===== src/rtl/cpu_pkg.sv =====
// rtl/cpu_pkg.sv - shared state, opcode, ALUOp and datapath select encodings
package cpu_pkg;

  typedef enum logic [3:0] {
    FETCH    = 4'd0,
    DECODE   = 4'd1,
    MEMADR   = 4'd2,
    MEMREAD  = 4'd3,
    MEMWB    = 4'd4,
    MEMWRITE = 4'd5,
    EXECUTE  = 4'd6,
    ALUWB    = 4'd7,
    BRANCH   = 4'd8,
    ILLEGAL  = 4'd9
  } state_t;

  localparam logic [6:0] OP_RTYPE = 7'b0110011;
  localparam logic [6:0] OP_LW    = 7'b0000011;
  localparam logic [6:0] OP_SW    = 7'b0100011;
  localparam logic [6:0] OP_BEQ   = 7'b1100011;

  localparam logic [1:0] ALUOP_ADD   = 2'b00;
  localparam logic [1:0] ALUOP_SUB   = 2'b01;
  localparam logic [1:0] ALUOP_FUNCT = 2'b10;

  localparam logic [1:0] SRCA_PC    = 2'b00;
  localparam logic [1:0] SRCA_OLDPC = 2'b01;
  localparam logic [1:0] SRCA_RS1   = 2'b10;

  localparam logic [1:0] SRCB_RS2  = 2'b00;
  localparam logic [1:0] SRCB_IMM  = 2'b01;
  localparam logic [1:0] SRCB_FOUR = 2'b10;

  localparam logic [1:0] RES_ALUOUT  = 2'b00;
  localparam logic [1:0] RES_MEMDATA = 2'b01;
  localparam logic [1:0] RES_ALU     = 2'b10;

endpackage


===== src/rtl/instr_counter.sv =====
// rtl/instr_counter.sv - retired-instruction counter, wraps modulo 2^CNT_W
module instr_counter #(
  parameter int CNT_W = 32
) (
  input  logic             clk,
  input  logic             rst_n,
  input  logic             retire,
  output logic [CNT_W-1:0] count
);

  always_ff @(posedge clk or negedge rst_n) begin
    if (!rst_n) begin
      count <= '0;
    end else if (retire) begin
      count <= count + CNT_W'(1);
    end
  end

endmodule


===== src/rtl/multicycle_control.sv =====
// rtl/multicycle_control.sv - multicycle core control FSM; PERF_CNT_EN adds the instret counter
module multicycle_control
  import cpu_pkg::*;
#(
  parameter int OPCODE_W = 7,
  parameter int ALUOP_W  = 2
`ifdef PERF_CNT_EN
  ,
  parameter int CNT_W    = 32
`endif
) (
  input  logic                clk,
  input  logic                rst_n,
  input  logic [OPCODE_W-1:0] opcode,
  input  logic                Zero,
  input  logic                mem_ready,
  output logic                mem_req,
  output logic                mem_we,
  output logic                AdrSrc,
  output logic                IRWrite,
  output logic                PCWrite,
  output logic                RegWrite,
  output logic [1:0]          ALUSrcA,
  output logic [1:0]          ALUSrcB,
  output logic [ALUOP_W-1:0]  ALUOp,
  output logic [1:0]          ResultSrc,
  output logic                illegal,
  output logic [3:0]          state_o
`ifdef PERF_CNT_EN
  ,
  output logic [CNT_W-1:0]    instret
`endif
);

  state_t     state;
  state_t     state_nxt;
  logic [1:0] aluop_sel;

  always_ff @(posedge clk or negedge rst_n) begin
    if (!rst_n) begin
      state <= FETCH;
    end else begin
      state <= state_nxt;
    end
  end

  always_comb begin
    state_nxt = state;
    case (state)
      FETCH:    if (mem_ready) state_nxt = DECODE;
      DECODE: begin
        if (opcode == OPCODE_W'(OP_LW) || opcode == OPCODE_W'(OP_SW)) state_nxt = MEMADR;
        else if (opcode == OPCODE_W'(OP_RTYPE))                        state_nxt = EXECUTE;
        else if (opcode == OPCODE_W'(OP_BEQ))                          state_nxt = BRANCH;
        else                                                           state_nxt = ILLEGAL;
      end
      MEMADR:   state_nxt = (opcode == OPCODE_W'(OP_LW)) ? MEMREAD : MEMWRITE;
      MEMREAD:  if (mem_ready) state_nxt = MEMWB;
      MEMWB:    state_nxt = FETCH;
      MEMWRITE: if (mem_ready) state_nxt = FETCH;
      EXECUTE:  state_nxt = ALUWB;
      ALUWB:    state_nxt = FETCH;
      BRANCH:   state_nxt = FETCH;
      ILLEGAL:  state_nxt = ILLEGAL;
      default:  state_nxt = FETCH;
    endcase
  end

  // Only IRWrite and the two PCWrite cases look at inputs; everything else is pure state decode.
  always_comb begin
    mem_req   = 1'b0;
    mem_we    = 1'b0;
    AdrSrc    = 1'b0;
    IRWrite   = 1'b0;
    PCWrite   = 1'b0;
    RegWrite  = 1'b0;
    ALUSrcA   = SRCA_PC;
    ALUSrcB   = SRCB_RS2;
    aluop_sel = ALUOP_ADD;
    ResultSrc = RES_ALUOUT;
    illegal   = 1'b0;
    case (state)
      FETCH: begin
        mem_req   = 1'b1;
        ALUSrcB   = SRCB_FOUR;
        ResultSrc = RES_ALU;
        IRWrite   = mem_ready;
        PCWrite   = mem_ready;
      end
      DECODE: begin
        ALUSrcA = SRCA_OLDPC;
        ALUSrcB = SRCB_IMM;
      end
      MEMADR: begin
        ALUSrcA = SRCA_RS1;
        ALUSrcB = SRCB_IMM;
      end
      MEMREAD: begin
        mem_req = 1'b1;
        AdrSrc  = 1'b1;
      end
      MEMWB: begin
        ResultSrc = RES_MEMDATA;
        RegWrite  = 1'b1;
      end
      MEMWRITE: begin
        mem_req = 1'b1;
        mem_we  = 1'b1;
        AdrSrc  = 1'b1;
      end
      EXECUTE: begin
        ALUSrcA   = SRCA_RS1;
        ALUSrcB   = SRCB_RS2;
        aluop_sel = ALUOP_FUNCT;
      end
      ALUWB: begin
        ResultSrc = RES_ALUOUT;
        RegWrite  = 1'b1;
      end
      BRANCH: begin
        ALUSrcA   = SRCA_RS1;
        ALUSrcB   = SRCB_RS2;
        aluop_sel = ALUOP_SUB;
        ResultSrc = RES_ALUOUT;
        PCWrite   = Zero;
      end
      ILLEGAL:  illegal = 1'b1;
      default: ;
    endcase
  end

  assign ALUOp   = ALUOP_W'(aluop_sel);
  assign state_o = state;

`ifdef PERF_CNT_EN
  logic retire;

  assign retire = (state == MEMWB) || (state == ALUWB) || (state == BRANCH) ||
                  ((state == MEMWRITE) && mem_ready);

  instr_counter #(
    .CNT_W (CNT_W)
  ) u_instr_counter (
    .clk    (clk),
    .rst_n  (rst_n),
    .retire (retire),
    .count  (instret)
  );
`endif

endmodule


===== config.mk =====
export PLATFORM = sky130hd
export DESIGN_NAME = multicycle_control
export DESIGN_NICKNAME = d
export VERILOG_FILES = /design/src/rtl/cpu_pkg.sv /design/src/rtl/instr_counter.sv /design/src/rtl/multicycle_control.sv
export SDC_FILE = /design/constraint.sdc
export NUM_CORES = 1
export LEC_CHECK = 0
export CAP_MARGIN = 20
export CORE_UTILIZATION = 25
export CTS_CLUSTER_DIAMETER = 30
export DETAILED_ROUTE_END_ITERATION = 7
export SYNTH_ARGS = -nofsm -noshare
export SYNTH_HDL_FRONTEND = slang
export SYNTH_SLANG_ARGS = --single-unit

===== constraint.sdc =====
create_clock -name clk -period 1.34 [get_ports clk]
set_input_delay 0.268 -clock clk [delete_from_list [all_inputs] [get_ports clk]]
set_output_delay 0.268 -clock clk [all_outputs]
set_load 0.03 [all_outputs]

Word level (Yosys, flattened, before mapping)
Index checks and enable logic that the tools add are counted.
Operators by class
  eq/ne operators: 16
  muxes and demuxes: 19
  reduce and logical (&&, ||, !) cells: 8
Operators with widths (count)
  $pmux 4 s7: 1
  $mux 4: 5
  $eq 4x3->1 const B: 4
  $pmux 2 s2: 4
  $eq 7x6->1 const B: 2
  $eq 4x2->1 const B: 2
  $eq 4x4->1 const B: 2
  $eq 7x2->1 const B: 1
  $eq 7x7->1 const B: 1
  $mux 1: 7
  $ne 2x2->1 const B: 3
  $reduce_or 2->1: 3
  $reduce_or 3->1: 2
  $eq 4x1->1 const B: 1
  $logic_not 4->1: 1
  $mux 3: 1
  $reduce_and 3->1: 1
  $pmux 1 s2: 1
  $logic_or 1x1->1: 1
Word-level totals
  flip-flop bits (word level): 4
  input port bits: 11
  output and inout port bits: 19
  logic and storage cells: 44

Depth between registers and ports, before layout
Gate-level depths: netlist of the first run.
  depth after elaboration: 5
  gate-level depth with buffers: 6

Least setup slack after synthesis of the first run
OpenSTA, ideal clock, no wires.
  path kind: register to output
  start point: register state[3], in the netlist state_o[3]
  end point: output port PCWrite
  data arrival time: 2.108 ns
  required time: 1.072 ns
  path slack: -1.036 ns
  cell stages (with the launch flop): 5
  path buffers: 1
  cells stage by stage: dfrtp_1 -> buf_6 -> nor4_2 -> and2_1 -> a21o_1
Between the ends
  word-level cells in the longest chain between the ends: 2
  elaborated cells on any way between the ends: 3
RTL lines
  from (decl): RTL line multicycle_control.sv:35  | state_t state;
  from (signal assigned): RTL line multicycle_control.sv:43  | state <= state_nxt;
  $eq 4x4->1 / $logic_not 4->1 (equally long branches): RTL line multicycle_control.sv:82  | case (state)
  $pmux 1 s2 (*): RTL line multicycle_control.sv:82
  to (decl): RTL line multicycle_control.sv:21  | output logic PCWrite,
Mark *: on every way between the ends. The rest lies on a longest branch, timed or not.

Final worst setup path of the first run
  start point: register state[2], in the netlist state_o[2]
  end point: output port PCWrite
The elaborated chain is that of the path after synthesis.

==> results of run 1 <==
## per-stage QoR
stage               TNS, ns    util  instance area, um^2  std cells  total power (uW)
finish               -4.377  0.7653                 1220        138              1168
global route         -5.302  0.7653                 1220        138              1221
CTS                  -4.323  0.7253                 1156        135              1155
detailed placement   -2.794  0.5722                912.1        125             851.1
global placement     -2.534  0.5722                912.1        125             846.2
floorplan            -2.891       -                553.0         60             601.8
## what timing repair did
item                       4_1_cts  5_1_grt
setup endpoints to repair       19       19
buffers inserted                 7        3
resized for setup               42       12
pin swaps                       16        6
hold buffers                     0        0
## Yosys cell counts, types with 2 or more instances
library cell | count | area share
a21oi_1 | 6 | 0.066
a311oi_1 | 2 | 0.039
buf_4 | 2 | 0.033
buf_6 | 3 | 0.075
dfrtp_1 | 4 | 0.22
inv_1 | 6 | 0.050
nand2_1 | 3 | 0.025
nand2b_1 | 3 | 0.042
nor2_1 | 7 | 0.058
nor3_1 | 5 | 0.055
o21ai_0 | 2 | 0.022
o32ai_1 | 2 | 0.039
## metal layers
metal | vias to the layer above | part of all wire
li1 | 321 | -
met1 | 298 | 0.40
met2 | 30 | 0.54
met3 | 2 | 0.054
met4 | 0 | 0.0045
met5 | - | 0
## worst max-delay path, stage by stage (launching register included)
cell and delay (ns):
dfrtp_2 0.46, buf_8 0.15, nand2b_4 0.15, nor3_4 0.18, a21o_4 0.14, buf_6 0.12
## logic make-up (layout without fill, tap and decap cells)
family | Yosys count | in the layout
DFF | 4 | 4
buffers and inverters | 12 | 66
xor gates and xnor gates | 1 | 1
and+or+nand+nor | 24 | 24
AOI/OAI and AO/OA | 18 | 18
muxes | 1 | 1
## layout make-up
cell class / count / area, um^2 / share of cell area
clock buffer: 3 / 22.52 / 0.01846
inverter: 6 / 28.78 / 0.02359
multi-input combinational: 44 / 462.9 / 0.3795
sequential: 4 / 105.1 / 0.08615
tap: 24 / 30.03 / 0.02462
timing repair buffer: 57 / 570.5 / 0.4677
## how the worst max path moves through the flow
stage	startpoint	end	slack [ns]	cells past startpoint
global route	state_o[3]	PCWrite	-0.43	5
global placement	state_o[2]	mem_req	-0.51	4
detailed placement	state_o[2]	mem_req	-0.54	4
finish	state_o[2]	PCWrite	-0.38	5
floorplan	state_o[0]	PCWrite	-0.55	4
CTS	state_o[2]	PCWrite	-0.36	5
## power breakdown
| group | leakage, uW | switching (uW) | total, uW | internal [uW] |
|---|---|---|---|---|
| clock network | 0.0000138 | 51.7 | 152 | 100 |
| registers | 0.0000426 | 27.7 | 169 | 141 |
| logic | 0.000489 | 448 | 846 | 399 |
| total | 0.000545 | 527 | 1170 | 641 |
==> impl_metrics.sql, run 1 <==
INSERT INTO impl_metrics (metric_group, metric, value, unit) VALUES
('grt', 'globalRouteMet3Util', '0.02041', ''),
('clock_tree', 'clock_sinks', '4', ''),
('routing', 'viasPerCell', '4.717', ''),
('grt', 'gr-usage-all-layers', '0.1850', ''),
('synthesis', 'ys_ff_latch', '4', ''),
('routing', 'via_count', '651', ''),
('synthesis', 'post_syn_area_per_cell', '7.528', 'um^2'),
('final_layout', 'post_route_cells_drive_above_1_share', '0.7544', ''),
('synthesis', 'arithmetic_cell_share_of_the_synthesized_area_counting_full_adders_half_adders_and_majority_gates', '0', ''),
('clock_tree', 'clock_tree.root_cell', 'clkbuf_4', ''),
('grt', 'grt_most_used_layer', 'met2', ''),
('timing', 'timing.hold.ws', '0.2375', 'ns'),
('routing', 'remaining_drc_errors', '0', ''),
('grt', 'grt_pass1_vias', '620', ''),
('routing', 'drt_first_pass_iters', '4', ''),
('synthesis', 'main_combinational_cell_family_by_area_after_synthesis', 'simple AND/OR/NAND/NOR gates', ''),
('synthesis', 'synthFlopType', 'dfrtp_1', ''),
('worst_setup_path', 'rrSetupSlack', '-0.08', 'ns'),
('final_layout', 'largest_register_ff_count', '4', ''),
('place', 'place_worst_setup_slack', '-0.5387', 'ns'),
('synthesis', 'synth-compound-area-share', '0.2715', ''),
('worst_setup_path', 'critPathCaptureType', 'output pin', ''),
('grt', 'grt_antenna_before_repair', '0', ''),
('routing', 'drt_iter0_markers', '8', ''),
('power', 'static-leakage-power', '0.0005452', 'uW'),
('clock_tree', 'cts_buffer_depth', '2', ''),
('synthesis', 'ys_seq_area_frac', '0.2216', ''),
('grt', 'grt_start_max_net_pins', '9', ''),
('clock_tree', 'clk_pin_slew_worst_paths', '0.04', 'ns'),
('final_layout', 'areaGrowthSynthToFinish', '170.1', '%'),
('timing', 'rsz0062_at_grt', 'true', ''),
('final_layout', 'antenna_cells', '0', ''),
('synthesis', 'muxShareOfSynthArea', '0.02216', ''),
('floorplanning', 'die-area', '1981', 'um^2'),
('timing', 'hold_viol_final', '0', ''),
('timing', 'setup_violations', '18', ''),
('worst_setup_path', 'crit_path_max_fanout', '4', ''),
('worst_setup_path', 'criticalPathCategory', 'reg -> out', ''),
('final_layout', 'layout_commonest_cell', 'buf_4', ''),
('timing', 'worst_slack', '-0.3765', 'ns'),
('power', 'worst_voltage_drop_across_the_vdd_grid', '0.0006381', 'V'),
('synthesis', 'mappedNetlistArea', '451.7', 'um^2'),
('synthesis', 'syn_nets', '71', ''),
('floorplanning', 'effective_utilization_at_floorplan', '0.2834', ''),
('timing', 'number_of_max_slew_violations_in_the_final_report', '0', ''),
('worst_setup_path', 'crit_arrival', '1.45', 'ns'),
('routing', 'ant_nets', '0', ''),
('timing', 'achievable-frequency', '582.6', 'MHz'),
('timing', 'fin_crit_sh', '1.281', ''),
('worst_setup_path', 'cp.required', '1.07', 'ns'),
('status', 'run_status', 'finished, violations left', ''),
('clock_tree', 'cts.htree.levels', '1', ''),
('place', 'placed_wire_length_estimate_after_detailed_placement', '1185', 'um'),
('synthesis', 'synth_async_sr_flop_share', '1.000', ''),
('status', 'failed_checks', 'negative setup slack', ''),
('worst_setup_path', 'r2r_endpoint', 'state_o[0]', ''),
('synthesis', 'syn-instance-count', '60', ''),
('grt', 'grt.overflow.total', '0', ''),
('worst_setup_path', 'crit_path_start_kind', 'register', ''),
('worst_setup_path', 'reg2reg_depth', '7', ''),
('synthesis', 'synth_simple_gate_area_share', '0.2964', ''),
('grt', 'met1_capacity_usage_during_global_routing', '0.2203', ''),
('job', 'cap_viol_max_count', '0', ''),
('floorplanning', 'floorplan.io_pins', '30', ''),
('floorplanning', 'row_count', '14', ''),
('routing', 'routedWlPerCell', '12.86', 'um'),
('timing', 'tightest_slew', '0.2372', 'ns'),
('timing', 'clock-skew-final', '0.001120', 'ns'),
('grt', 'grt_first_pass_wirelength', '2670', 'um'),
('floorplanning', 'core', '1594', 'um^2'),
('final_layout', 'mostFrequentLayoutCells', 'buf_4, buf_6, clkdlybuf4s50_1', '');
Power figures use the tool's default switching activity.
==> run 2: changes to the inputs <==
--- a/config.mk
+++ b/config.mk
@@ -6,9 +6,11 @@
 export NUM_CORES = 1
 export LEC_CHECK = 0
 export CAP_MARGIN = 20
-export CORE_UTILIZATION = 25
+export CORE_UTILIZATION = 34
 export CTS_CLUSTER_DIAMETER = 30
 export DETAILED_ROUTE_END_ITERATION = 7
+export PLACE_DENSITY = 0.77
+export RECOVER_POWER = 100
 export SYNTH_ARGS = -nofsm -noshare
 export SYNTH_HDL_FRONTEND = slang
 export SYNTH_SLANG_ARGS = --single-unit
==> impl_metrics.sql, run 2 <==
INSERT INTO impl_metrics (metric_group, metric, value, unit) VALUES
('floorplanning', 'die_x', '38.45', 'um'),
('clock_tree', 'post_cts_resized', '44', ''),
('place', 'global_placer_s_final_weighted_congestion', '0.7511', ''),
('clock_tree', 'cts_buffer_depth', '2', ''),
('synthesis', 'arithmetic_cell_share_of_the_synthesized_area_counting_full_adders_half_adders_and_majority_gates', '0', ''),
('synthesis', 'syn_nets', '71', ''),
('status', 'run_status', 'stopped before the end', ''),
('floorplanning', 'floorplan.die.height', '38.45', 'um'),
('synthesis', 'synth_async_sr_flop_share', '1.000', ''),
('synthesis', 'ys_top_cells_by_area', 'dfrtp_1, buf_6, a21oi_1, nor2_1, nor3_1', ''),
('synthesis', 'synth_largest_area_cell', 'dfrtp_1', ''),
('place', 'place_worst_setup_slack', '-0.5389', 'ns'),
('clock_tree', 'post_cts.repair.setup_buffers', '7', ''),
('floorplanning', 'effective_utilization_at_floorplan', '0.3857', ''),
('synthesis', 'main_combinational_cell_family_by_area_after_synthesis', 'simple AND/OR/NAND/NOR gates', ''),
('status', 'error_line', '[ERROR DPL-0033] detailed placement checks failed during check placement.', ''),
('synthesis', 'parity_gate_share_of_the_synthesized_area_counting_xor_and_xnor_cells', '0.01939', ''),
('synthesis', 'synth_simple_gate_area_share', '0.2964', ''),
('synthesis', 'netlist.area_leader.share', '0.2216', ''),
('synthesis', 'synth_common_cells', 'nor2_1, a21oi_1, inv_1, nor3_1, dfrtp_1', ''),
('place', 'numPortBuffers', '29', ''),
('clock_tree', 'cts.htree.levels', '1', ''),
('synthesis', 'synthFlopType', 'dfrtp_1', ''),
('clock_tree', 'clock_sinks', '4', ''),
('synthesis', 'synth-compound-area-share', '0.2715', ''),
('synthesis', 'synth.yosys.warnings', '0', ''),
('synthesis', 'synth.distinct_cells', '27', ''),
('synthesis', 'synth-edff-count', '0', ''),
('clock_tree', 'cts_hold_buffers', '0', ''),
('synthesis', 'post-synth-top-count-cell', 'nor2_1', ''),
('floorplanning', 'floorplan.io_pins', '30', ''),
('clock_tree', 'numCtsBuffers', '3', ''),
('clock_tree', 'clock_tree.root_cell', 'clkbuf_4', ''),
('synthesis', 'muxShareOfSynthArea', '0.02216', ''),
('synthesis', 'ys_seq_area_frac', '0.2216', ''),
('synthesis', 'ys_ff_latch', '4', ''),
('synthesis', 'post_syn_area_per_cell', '7.528', 'um^2'),
('place', 'placed_wire_length_estimate_after_detailed_placement', '1365', 'um'),
('synthesis', 'mappedNetlistArea', '451.7', 'um^2'),
('synthesis', 'syn-instance-count', '60', ''),
('status', 'last-stage-reached', 'clock tree synthesis (4_1_cts)', ''),
('floorplanning', 'row_count', '12', '');
[run 2: cell counts after synthesis]
No cell type changed its count.
[run 2: logic make-up after synthesis]
family                 Yosys count
AO/OA/AOI/OAI                   18
buffers and inverters           12
multiplexers                     1
AND/OR/NAND/NOR                 24
flip-flops                       4
XOR/XNOR                         1
[run 2: per-stage QoR]
stage / instances / hold slack [ns] / area, um^2 / utilization
after floorplan: 60 / -0.02759 / 553.0 / -
after global placement: 118 / 0.4765 / 909.6 / 0.7767
after detailed placement: 118 / 0.4927 / 909.6 / 0.7767
==> run 3: changes to the inputs <==
--- a/config.mk
+++ b/config.mk
@@ -6,10 +6,10 @@
 export NUM_CORES = 1
 export LEC_CHECK = 0
 export CAP_MARGIN = 20
-export CORE_UTILIZATION = 34
-export CTS_CLUSTER_DIAMETER = 30
+export CORE_AREA = 2 2 63 65
 export DETAILED_ROUTE_END_ITERATION = 7
-export PLACE_DENSITY = 0.77
+export DIE_AREA = 0 0 65 67
+export PLACE_DENSITY_LB_ADDON = 0.15
 export RECOVER_POWER = 100
 export SYNTH_ARGS = -nofsm -noshare
 export SYNTH_HDL_FRONTEND = slang
==> impl_metrics.sql, run 3 (synthesized netlist as in run 1, its figures left out) <==
INSERT INTO impl_metrics (metric_group, metric, value, unit) VALUES
('floorplanning', 'floorplan.die.height', '67', 'um'),
('floorplanning', 'die-area', '4355', 'um^2'),
('final_layout', 'nNetsFinal', '131', ''),
('final_layout', 'filler_cell_count', '373', ''),
('job', 'cap_viol_max_count', '0', ''),
('place', 'global_placer_s_final_weighted_congestion', '0.8076', ''),
('final_layout', 'post_route_cells_drive_above_1_share', '0.7542', ''),
('power', 'internal-power', '748.5', 'uW'),
('timing', 'hold_viol_final', '0', ''),
('worst_setup_path', 'max_stage_delay', '0.46', 'ns'),
('timing', 'setup_violations', '18', ''),
('power', 'fin_total_pwr', '1273', 'uW'),
('place', 'placed_cell_area', '952.2', 'um^2'),
('clock_tree', 'cts_hold_buffers', '0', ''),
('grt', 'gr-usage-all-layers', '0.07810', ''),
('final_layout', 'layout_commonest_cell', 'buf_4', ''),
('worst_setup_path', 'crit_arrival', '1.41', 'ns'),
('worst_setup_path', 'reg2reg_from', 'state_o[1]', ''),
('power', 'static-leakage-power', '0.0005547', 'uW'),
('clock_tree', 'tritoncts_clock_tree', 'done', ''),
('final_layout', 'sequential_cell_area', '105.1', 'um^2'),
('power', 'seq_power_share', '0.133', ''),
('final_layout', 'areaGrowthSynthToFinish', '178.1', '%'),
('final_layout', 'mostFrequentLayoutCells', 'buf_4, buf_6, clkdlybuf4s50_1', ''),
('status', 'failed_checks', 'negative setup slack', ''),
('floorplanning', 'effective_utilization_at_floorplan', '0.1253', ''),
('worst_setup_path', 'critPathSlowestCell', 'dfrtp_2', ''),
('final_layout', 'multiInputGateArea', '473.0', 'um^2'),
('timing', 'clock-skew-final', '0.0005441', 'ns'),
('clock_tree', 'cts.htree.levels', '1', ''),
('timing', 'achievable-frequency', '596.8', 'MHz'),
('place', 'numPortBuffers', '29', ''),
('routing', 'finalWirelength', '1745', 'um'),
('floorplanning', 'row_count', '22', ''),
('grt', 'grt_start_max_net_pins', '13', ''),
('floorplanning', 'core', '3606', 'um^2'),
('final_layout', 'largest_register_ff_count', '4', ''),
('clock_tree', 'clk_pin_slew_worst_paths', '0.03', 'ns'),
('routing', 'via_count', '663', ''),
('timing', 'number_of_max_slew_violations_in_the_final_report', '0', ''),
('timing', 'fin_crit_sh', '1.250', ''),
('power', 'power.clock.fraction', '0.194', ''),
('final_layout', 'final_area', '1256', 'um^2'),
('timing', 'worst_slack', '-0.3356', 'ns'),
('timing', 'finalWorstPathRequiredPeriod', '1.676', 'ns'),
('worst_setup_path', 'worst_path_most_repeated_cell', 'buf_6', ''),
('clock_tree', 'clock_latency', '0.21', 'ns'),
('worst_setup_path', 'r2r_endpoint', 'state_o[2]', ''),
('power', 'worst_voltage_drop_across_the_vdd_grid', '0.0002923', 'V'),
('timing', 'slew_headroom', '0.7914', ''),
('timing', 'timing.hold.ws', '0.3217', 'ns'),
('final_layout', 'antenna_cells', '0', ''),
('worst_setup_path', 'criticalPathCategory', 'reg -> out', ''),
('grt', 'grt_antenna_before_repair', '0', ''),
('clock_tree', 'numCtsBuffers', '3', ''),
('status', 'run_status', 'finished, violations left', ''),
('hold_path', 'worst_hold_path_type', 'in -> async', ''),
('routing', 'remaining_drc_errors', '0', ''),
('grt', 'grt_pass1_vias', '605', ''),
('worst_setup_path', 'cp.required', '1.07', 'ns'),
('power', 'power.combinational.fraction', '0.673', ''),
('power', 'p_sw', '524.4', 'uW'),
('worst_setup_path', 'rrSetupSlack', '-0.16', 'ns'),
('worst_setup_path', 'crit_path_start_kind', 'register', ''),
('power', 'power.density', '1013', 'nW/um^2'),
('floorplanning', 'floorplan.io_pins', '30', ''),
('timing', 'tightest_slew', '0.3123', 'ns'),
('place', 'post-place-cells', '152', ''),
('final_layout', 'post_layout_instance_count_excluding_filler_cells', '166', ''),
('worst_setup_path', 'critPathCaptureType', 'output pin', ''),
('power', 'fraction_of_power_spent_switching_nets', '0.4120', ''),
('routing', 'viasPerCell', '3.994', ''),
('grt', 'grt_first_pass_wirelength', '2663', 'um'),
('floorplanning', 'die_x', '65', 'um'),
('worst_setup_path', 'critical_path.cell_chain', 'buf_6 > nand2b_4 > buf_6 > nor3_4 > buf_6', ''),
('timing', 'rsz0062_at_grt', 'true', ''),
('routing', 'drt_iter0_markers', '4', ''),
('clock_tree', 'clock_sinks', '4', ''),
('routing', 'routedWlPerCell', '10.51', 'um'),
('clock_tree', 'clock_tree.root_cell', 'clkbuf_8', ''),
('routing', 'drt_first_pass_iters', '4', ''),
('grt', 'grt.overflow.total', '0', ''),
('place', 'placed_wire_length_estimate_after_detailed_placement', '1283', 'um'),
('worst_setup_path', 'reg2reg_depth', '6', ''),
('clock_tree', 'cts_buffer_depth', '2', ''),
('timing', 'timing.setup.tns', '-4.365', 'ns'),
('worst_setup_path', 'crit_path_max_fanout', '6', ''),
('routing', 'ant_nets', '0', '');
==> run 3: worst max-delay path: cells and delay by family (launching register included) <==
family	cells	cell delay, ns
buf+inv	3	0.45
simple gates	2	0.28
flops	1	0.46
==> run 3: area by class of cell <==
type / instances / share of cell area
Sequential cell: 4 / 0.08367
Timing Repair Buffer: 61 / 0.4412
Multi-Input combinational cell: 44 / 0.3765
Tap cell: 48 / 0.04781
Inverter: 6 / 0.01793
Clock buffer: 3 / 0.03287
==> run 3: how the worst max path moves through the flow <==
stage                     cells past startpoint  slack, ns  startpoint         end
after global placement                        4      -0.52  state_o[2]     mem_req
after detailed placement                      4      -0.53  state_o[2]     mem_req
final                                         5      -0.34  state_o[1]  ALUSrcA[0]
after global routing                          5      -0.40  state_o[0]     PCWrite
after floorplan                               4      -0.55  state_o[0]     PCWrite
after CTS                                     5      -0.35  state_o[1]     PCWrite
==> run 3: repair_timing <==
| item | CTS | global route |
|---|---|---|
| cloned | 0 | 0 |
| endpoints found under the hold margin | 0 | 0 |
| pin swaps | 11 | 4 |
| endpoints found under the setup margin | 18 | 19 |
| buffers inserted | 7 | 4 |
| resized for setup | 36 | 10 |
==> run 3: stage by stage <==
| step | utilization | setup WS, ns |
|---|---|---|
| floorplan | - | -0.5469 |
| global placement | 0.2641 | -0.5191 |
| detailed placement | 0.2641 | -0.5343 |
| CTS | 0.3262 | -0.3458 |
| global route | 0.3484 | -0.4028 |
| finish | 0.3484 | -0.3356 |
==> run 3: power by group through the flow <==
stage | Clock [uW] | Sequential, uW | Combinational (uW)
after floorplan | 0 | 188 | 414
after detailed placement | 0 | 173 | 696
after global routing | 262 | 172 | 917
after global placement | 0 | 175 | 700
final | 247 | 169 | 857
after CTS | 253 | 168 | 831
==> run 3: layer usage <==
layer / track usage / vias to the layer above / share of wire
met3: 0.01689 / 0 / 0.056
met4: 0.02394 / 0 / 0
li1: - / 335 / -
met5: 0 / - / 0
met2: 0.1379 / 26 / 0.53
met1: 0.09413 / 302 / 0.42
